File: src/rtl/instruction_decode.sv
// Purpose: pipeline decode stage; splits the instruction, reads Rs/Rd from an 8x16 register file, decodes the control word.
// Latency: one cycle from instruction to Rs_data/Rd_data/control_signals (this block holds the ID/EX register).
// Backpressure: none; one instruction is accepted every cycle, and rst turns the next output into a bubble.
//
// Ports:
//   clk                                  rising-edge clock
//   rst                                  synchronous flush; clears the outputs only
//   rstAll                               synchronous full reset; clears the outputs and R0..R7
//   instruction                          [15:11] opcode, [10:8] Rs, [7:5] Rd, [4:0] shamt/imm (not used here)
//   WB_data, WB_address, write_enable    write-back port from the WB stage
//   Rs_data, Rd_data, control_signals    registered operands and control word
//
// Build option: define ID_WB_BYPASS_EN so that a write-back to Rs/Rd is forwarded into the
// outputs on the same edge. Without it, the outputs show the old value, and the new value
// appears one edge later.
module instruction_decode #(
    parameter int DATA_W  = 16,
    parameter int REG_CNT = 8,
    parameter int CTRL_W  = 8
) (
    input  logic                       clk,
    input  logic                       rst,
    input  logic                       rstAll,
    input  logic [15:0]                instruction,
    input  logic [DATA_W-1:0]          WB_data,
    input  logic [$clog2(REG_CNT)-1:0] WB_address,
    input  logic                       write_enable,
    output logic [DATA_W-1:0]          Rs_data,
    output logic [DATA_W-1:0]          Rd_data,
    output logic [CTRL_W-1:0]          control_signals
);

    localparam int ADDR_W = $clog2(REG_CNT);

    typedef enum logic [4:0] {
        OP_NOP  = 5'd0,
        OP_HLT  = 5'd1,
        OP_SETC = 5'd2,
        OP_MOV  = 5'd3,
        OP_ADD  = 5'd4,
        OP_SUB  = 5'd5,
        OP_AND  = 5'd6,
        OP_OR   = 5'd7,
        OP_SHL  = 5'd8,
        OP_LDM  = 5'd9,
        OP_LDD  = 5'd10,
        OP_STD  = 5'd11
    } opcode_t;

    typedef enum logic [2:0] {
        ALU_PASS = 3'b000,
        ALU_NOT  = 3'b001,
        ALU_ADD  = 3'b010,
        ALU_SUB  = 3'b011,
        ALU_AND  = 3'b100,
        ALU_OR   = 3'b101,
        ALU_SHL  = 3'b110,
        ALU_SETC = 3'b111
    } alu_op_t;

    typedef struct packed {
        logic    reg_write;
        logic    mem_read;
        logic    mem_write;
        logic    alu_src_imm;
        alu_op_t alu_op;
        logic    halt;
    } ctrl_t;

    logic [DATA_W-1:0] regs [REG_CNT];

    opcode_t           opcode;
    logic [ADDR_W-1:0] rs_addr;
    logic [ADDR_W-1:0] rd_addr;
    ctrl_t             ctrl_dec;
    logic [DATA_W-1:0] rs_val;
    logic [DATA_W-1:0] rd_val;

    assign opcode  = opcode_t'(instruction[15:11]);
    assign rs_addr = instruction[10:8];
    assign rd_addr = instruction[7:5];

    // The shamt/imm field is consumed by a later stage.
    logic unused_imm;
    assign unused_imm = &{1'b0, instruction[4:0]};

    always_comb begin
        ctrl_dec = '0;
        case (opcode)
            OP_HLT:  ctrl_dec.halt = 1'b1;
            OP_SETC: ctrl_dec.alu_op = ALU_SETC;
            OP_MOV: begin
                ctrl_dec.reg_write = 1'b1;
                ctrl_dec.alu_op    = ALU_PASS;
            end
            OP_ADD: begin
                ctrl_dec.reg_write = 1'b1;
                ctrl_dec.alu_op    = ALU_ADD;
            end
            OP_SUB: begin
                ctrl_dec.reg_write = 1'b1;
                ctrl_dec.alu_op    = ALU_SUB;
            end
            OP_AND: begin
                ctrl_dec.reg_write = 1'b1;
                ctrl_dec.alu_op    = ALU_AND;
            end
            OP_OR: begin
                ctrl_dec.reg_write = 1'b1;
                ctrl_dec.alu_op    = ALU_OR;
            end
            OP_SHL: begin
                ctrl_dec.reg_write   = 1'b1;
                ctrl_dec.alu_src_imm = 1'b1;
                ctrl_dec.alu_op      = ALU_SHL;
            end
            OP_LDM: begin
                ctrl_dec.reg_write   = 1'b1;
                ctrl_dec.alu_src_imm = 1'b1;
            end
            OP_LDD: begin
                ctrl_dec.reg_write = 1'b1;
                ctrl_dec.mem_read  = 1'b1;
            end
            OP_STD:  ctrl_dec.mem_write = 1'b1;
            default: ctrl_dec = '0;  // NOP and every unlisted opcode
        endcase
    end

    // Operand read. With forwarding, a write-back landing on the register being read
    // wins over the stale array contents. rstAll overrides the outputs anyway, so
    // forwarding never leaks through a full reset.
`ifdef ID_WB_BYPASS_EN
    assign rs_val = (write_enable && (WB_address == rs_addr)) ? WB_data : regs[rs_addr];
    assign rd_val = (write_enable && (WB_address == rd_addr)) ? WB_data : regs[rd_addr];
`else
    assign rs_val = regs[rs_addr];
    assign rd_val = regs[rd_addr];
`endif

    // Register file: rstAll clears it and drops any write-back on the same edge.
    // A plain rst does not block the write.
    always_ff @(posedge clk) begin
        if (rstAll) begin
            for (int i = 0; i < REG_CNT; i++) begin
                regs[i] <= '0;
            end
        end else if (write_enable) begin
            regs[WB_address] <= WB_data;
        end
    end

    // ID/EX register.
    always_ff @(posedge clk) begin
        if (rstAll || rst) begin
            Rs_data         <= '0;
            Rd_data         <= '0;
            control_signals <= '0;
        end else begin
            Rs_data         <= rs_val;
            Rd_data         <= rd_val;
            control_signals <= CTRL_W'(ctrl_dec);
        end
    end

endmodule

File: config.mk
export PLATFORM = sky130hd
export DESIGN_NAME = instruction_decode
export DESIGN_NICKNAME = d
export VERILOG_FILES = /design/src/rtl/instruction_decode.sv
export SDC_FILE = /design/constraint.sdc
export NUM_CORES = 1
export LEC_CHECK = 0
export ABC_AREA = 1
export ABC_CLOCK_PERIOD_IN_PS = 1780
export CAP_MARGIN = 20
export CORE_MARGIN = 4
export CORE_UTILIZATION = 39
export CTS_BUF_LIST = sky130_fd_sc_hd__clkbuf_4 sky130_fd_sc_hd__clkbuf_8
export CTS_CLUSTER_DIAMETER = 40
export DETAILED_ROUTE_END_ITERATION = 10
export HOLD_SLACK_MARGIN = 0.15
export SYNTH_ARGS = -nofsm -noshare
export SYNTH_HDL_FRONTEND = slang
export SYNTH_SLANG_ARGS = --single-unit
File: constraint.sdc
create_clock -name clk -period 1.78 [get_ports clk]
set_input_delay 0.445 -clock clk [delete_from_list [all_inputs] [get_ports clk]]
set_output_delay 0.445 -clock clk [all_outputs]
set_load 0.02 [all_outputs]
==> run_results.csv <==
group,metric,value,unit
cells_and_area,drive_gt1_share,10.4,%
cells_and_area,areaGrowthSynthToFinish,19.8,%
cts,numCtsBuffers,17,
setup_path,reg2reg_to,"Rd_data[0]$_SDFF_PP0_",
run,cap_violations,0,
status,status,"completed",
global_route,grt_pass1_wl,37.6,mm
die,rows,53,
synth,synth_area_per_cell,8.28,sq um
detailed_routing,ant_nets,0,
die,start_util,39.9,%
power_and_ir_drop,switching_share,28.4,%
cts,cts_sinks,168,
detailed_routing,viasPerCell,4.98,
timing,rsz0062_at_grt,"no",
synth,synth_flop_cell,"edfxtp_1",
place,port_buffers,73,
setup_path,crit_required,1.96,ns
cts,tritoncts,"done",
synth,ys_seq_area_share,55.1,%
timing,period_minus_slack,1.61,ns
worst_hold_path,hold_class,"primary input to flop",
die,fp.dieArea,24000,sq um
synth,synth_edf_count,128,
synth,ys_ff_latch,168,
synth,async_reset_ff_share,0,%
cts,ctsHoldBuffers,0,
die,core,21200,sq um
cts,clock_latency,0.47,ns
setup_path,cp_max_fo,9,
power_and_ir_drop,netSwitchingPower,0.00240,W
timing,setup_tns,0,ns
synth,yosysTopAreaCell,"edfxtp_1",
power_and_ir_drop,clkPwrFrac,31.3,%
cts,cts_root_buffer,"clkbuf_8",
setup_path,critical_path_arrival,1.79,ns
synth,synth.distinct_cells,20,
synth,syn-cell-area,8430,sq um
setup_path,cp-start-kind,"primary input",
die,dieWidth,155,microns
timing,fmax,619,MHz
detailed_routing,drt_iter0_markers,575,
place,gp_congestion,0.837,
setup_path,r2r_start,"regs[1][0]$_SDFFCE_PN0P_",
setup_path,reg2reg_depth,6,
timing,max_slew.worst_pin.slew,0.429,ns
cells_and_area,nFillCells,2038,
synth,synth_top_area_share,45.6,%
power_and_ir_drop,comb_power_share,15.2,%
worst_hold_path,hold_start,"instruction[9]",
timing,final_max_slew_viol_count,0,
power_and_ir_drop,vdd_drop_max,681,uV
power_and_ir_drop,power.leakage,4.69,nW
power_and_ir_drop,power.internal,0.00603,W
synth,ys_warn_count,0,
global_route,track_usage,20.6,%
die,ios,79,
die,die_h,155,microns
global_route,antenna_found_initial,0,
cts,clkTransAtPathRegs,0.09,ns
timing,maxSlewHeadroom,71.4,%
cells_and_area,nNetsFinal,1151,
synth,synth_common_cells,"nand2_1, nor2_1, edfxtp_1",
detailed_routing,wl_per_cell,17.1,microns
setup_path,crit_type,"primary input to flop",
cts,cts_setup_buffers,0,
cells_and_area,antenna_cells,0,
cts,cts_buffer_depth,2,
place,place_area,9780,sq um
power_and_ir_drop,power_density,834,nW/um^2
worst_hold_path,whs_endpoint,"Rs_data[13]$_SDFF_PP0_",
global_route,grt-ovfl-total,0,
timing,fin_skew,0.0123,ns
timing,fin_crit_sh,90.7,%
detailed_routing,first_pass_iters,5,
worst_hold_path,worstHoldPathCells,5,
synth,ys_top_cells_by_area,"edfxtp_1, nand2_1, dfxtp_1",
place,dpl.hpwl,16.6,mm
synth,yosysMostFrequentCell,"nand2_1",
synth,synth_nets,1057,
detailed_routing,drc,0,
cts,h-tree-depth,4,
global_route,grt_max_degree,47,
detailed_routing,wirelength,24.0,mm
power_and_ir_drop,power_frac_seq,53.5,%
timing,setup_viol_count_final,0,
synth,syn_inst,1018,
detailed_routing,vias,6971,
setup_path,end_kind,"flop",
global_route,first_global_vias,6775,
cells_and_area,final_area,10100,sq um
timing,timing_hold_violations_final,0,
setup_path,r2r_slack,0.63,ns
-- registers in the layout, indices dropped and copies added, names as in the netlist --
register,count
regs,128
Rd_data,16
Rs_data,16
control_signals,8
-- final cells by class --
type / instances / area, sq um / share of cell area (%)
timing repair buffer: 133 / 1320 / 13.1
clock inverter: 15 / 141 / 1.40
tap: 275 / 344 / 3.41
inverter: 130 / 489 / 4.84
multi-input combinational: 662 / 2930 / 29.0
sequential: 168 / 4640 / 46.0
clock buffer: 17 / 234 / 2.32
-- per-layer routing --
| metal | global-route usage [%] | wire [microns] |
|---|---|---|
| met1 | 28.2 | 10600 |
| met2 | 31.9 | 10700 |
| met3 | 4.81 | 1820 |
| met4 | 7.91 | 824 |
| met5 | 0 | 0 |
-- stage by stage --
step	hold WS (ns)	util [%]	instances	total power [W]	setup slack, ns
detailed placement	0.605	46.2	1368	0.00591	-0.302
finish	0.507	47.8	1400	0.00843	0.165
CTS	0.482	47.8	1400	0.00848	0.154
global placement	0.615	46.2	1368	0.00589	-0.302
global route	0.516	47.8	1400	0.00881	0.119
floorplan	0.549	-	1018	0.00534	-0.0575
-- repair_timing --
action                                  in CTS  in global routing
endpoints found under the setup margin      40                  0
resized for setup                           40                  0
hold endpoints to repair                     0                  0
-- power groups by stage --
stage	logic (W)	clock network, W	registers [W]
after floorplan	0.000698	0	0.00464
after global placement	0.00130	0	0.00460
after detailed placement	0.00131	0	0.00460
after CTS	0.00128	0.00269	0.00451
after global routing	0.00142	0.00286	0.00454
final	0.00128	0.00264	0.00451
-- worst max path at each step --
stage	startpoint	to	slack [ns]	depth (start not counted)
after floorplan	rstAll	regs[0][0]$_SDFFCE_PN0P_	-0.06	6
after global placement	rstAll	regs[0][2]$_SDFFCE_PN0P_	-0.30	7
after detailed placement	rstAll	regs[0][2]$_SDFFCE_PN0P_	-0.30	7
after CTS	Rs_data[2]$_SDFF_PP0_	Rs_data[2]	0.15	1
after global routing	Rs_data[11]$_SDFF_PP0_	Rs_data[11]	0.12	1
final	rstAll	regs[0][0]$_SDFFCE_PN0P_	0.17	7
-- cell usage in the layout, fill, tap and decap left out, drive strengths merged --
master         netlist  final
nand2              246    246
nor2               208    208
inv                129    135
edfxtp             128    128
nand3              109    109
buf                 48     64
dfxtp               40     40
dlygate4sd2          0     40
a21oi               34     34
o21ai               32     32
o211ai              32     32
clkdlybuf4s50        0     29
clkbuf              10     17
clkinv               1      7
clkinvlp             0      2
or2                  1      1
bufinv               0      1
-- cell families after synthesis --
group	Yosys count	share of synthesized area (%)
AND/OR/NAND/NOR	564	27.9
buffers and inverters	188	10.2
flip-flops	168	55.1
AO/OA/AOI/OAI	98	6.77
-- worst max-delay path, cell delays in order --
cell and delay, ns:
clkdlybuf4s50_1 0.54, inv_2 0.15, nand2_4 0.07, nor2_4 0.23, nand2_4 0.06, nand2_1 0.09, buf_4 0.20
No activity file was read; power rests on OpenSTA's default activity.
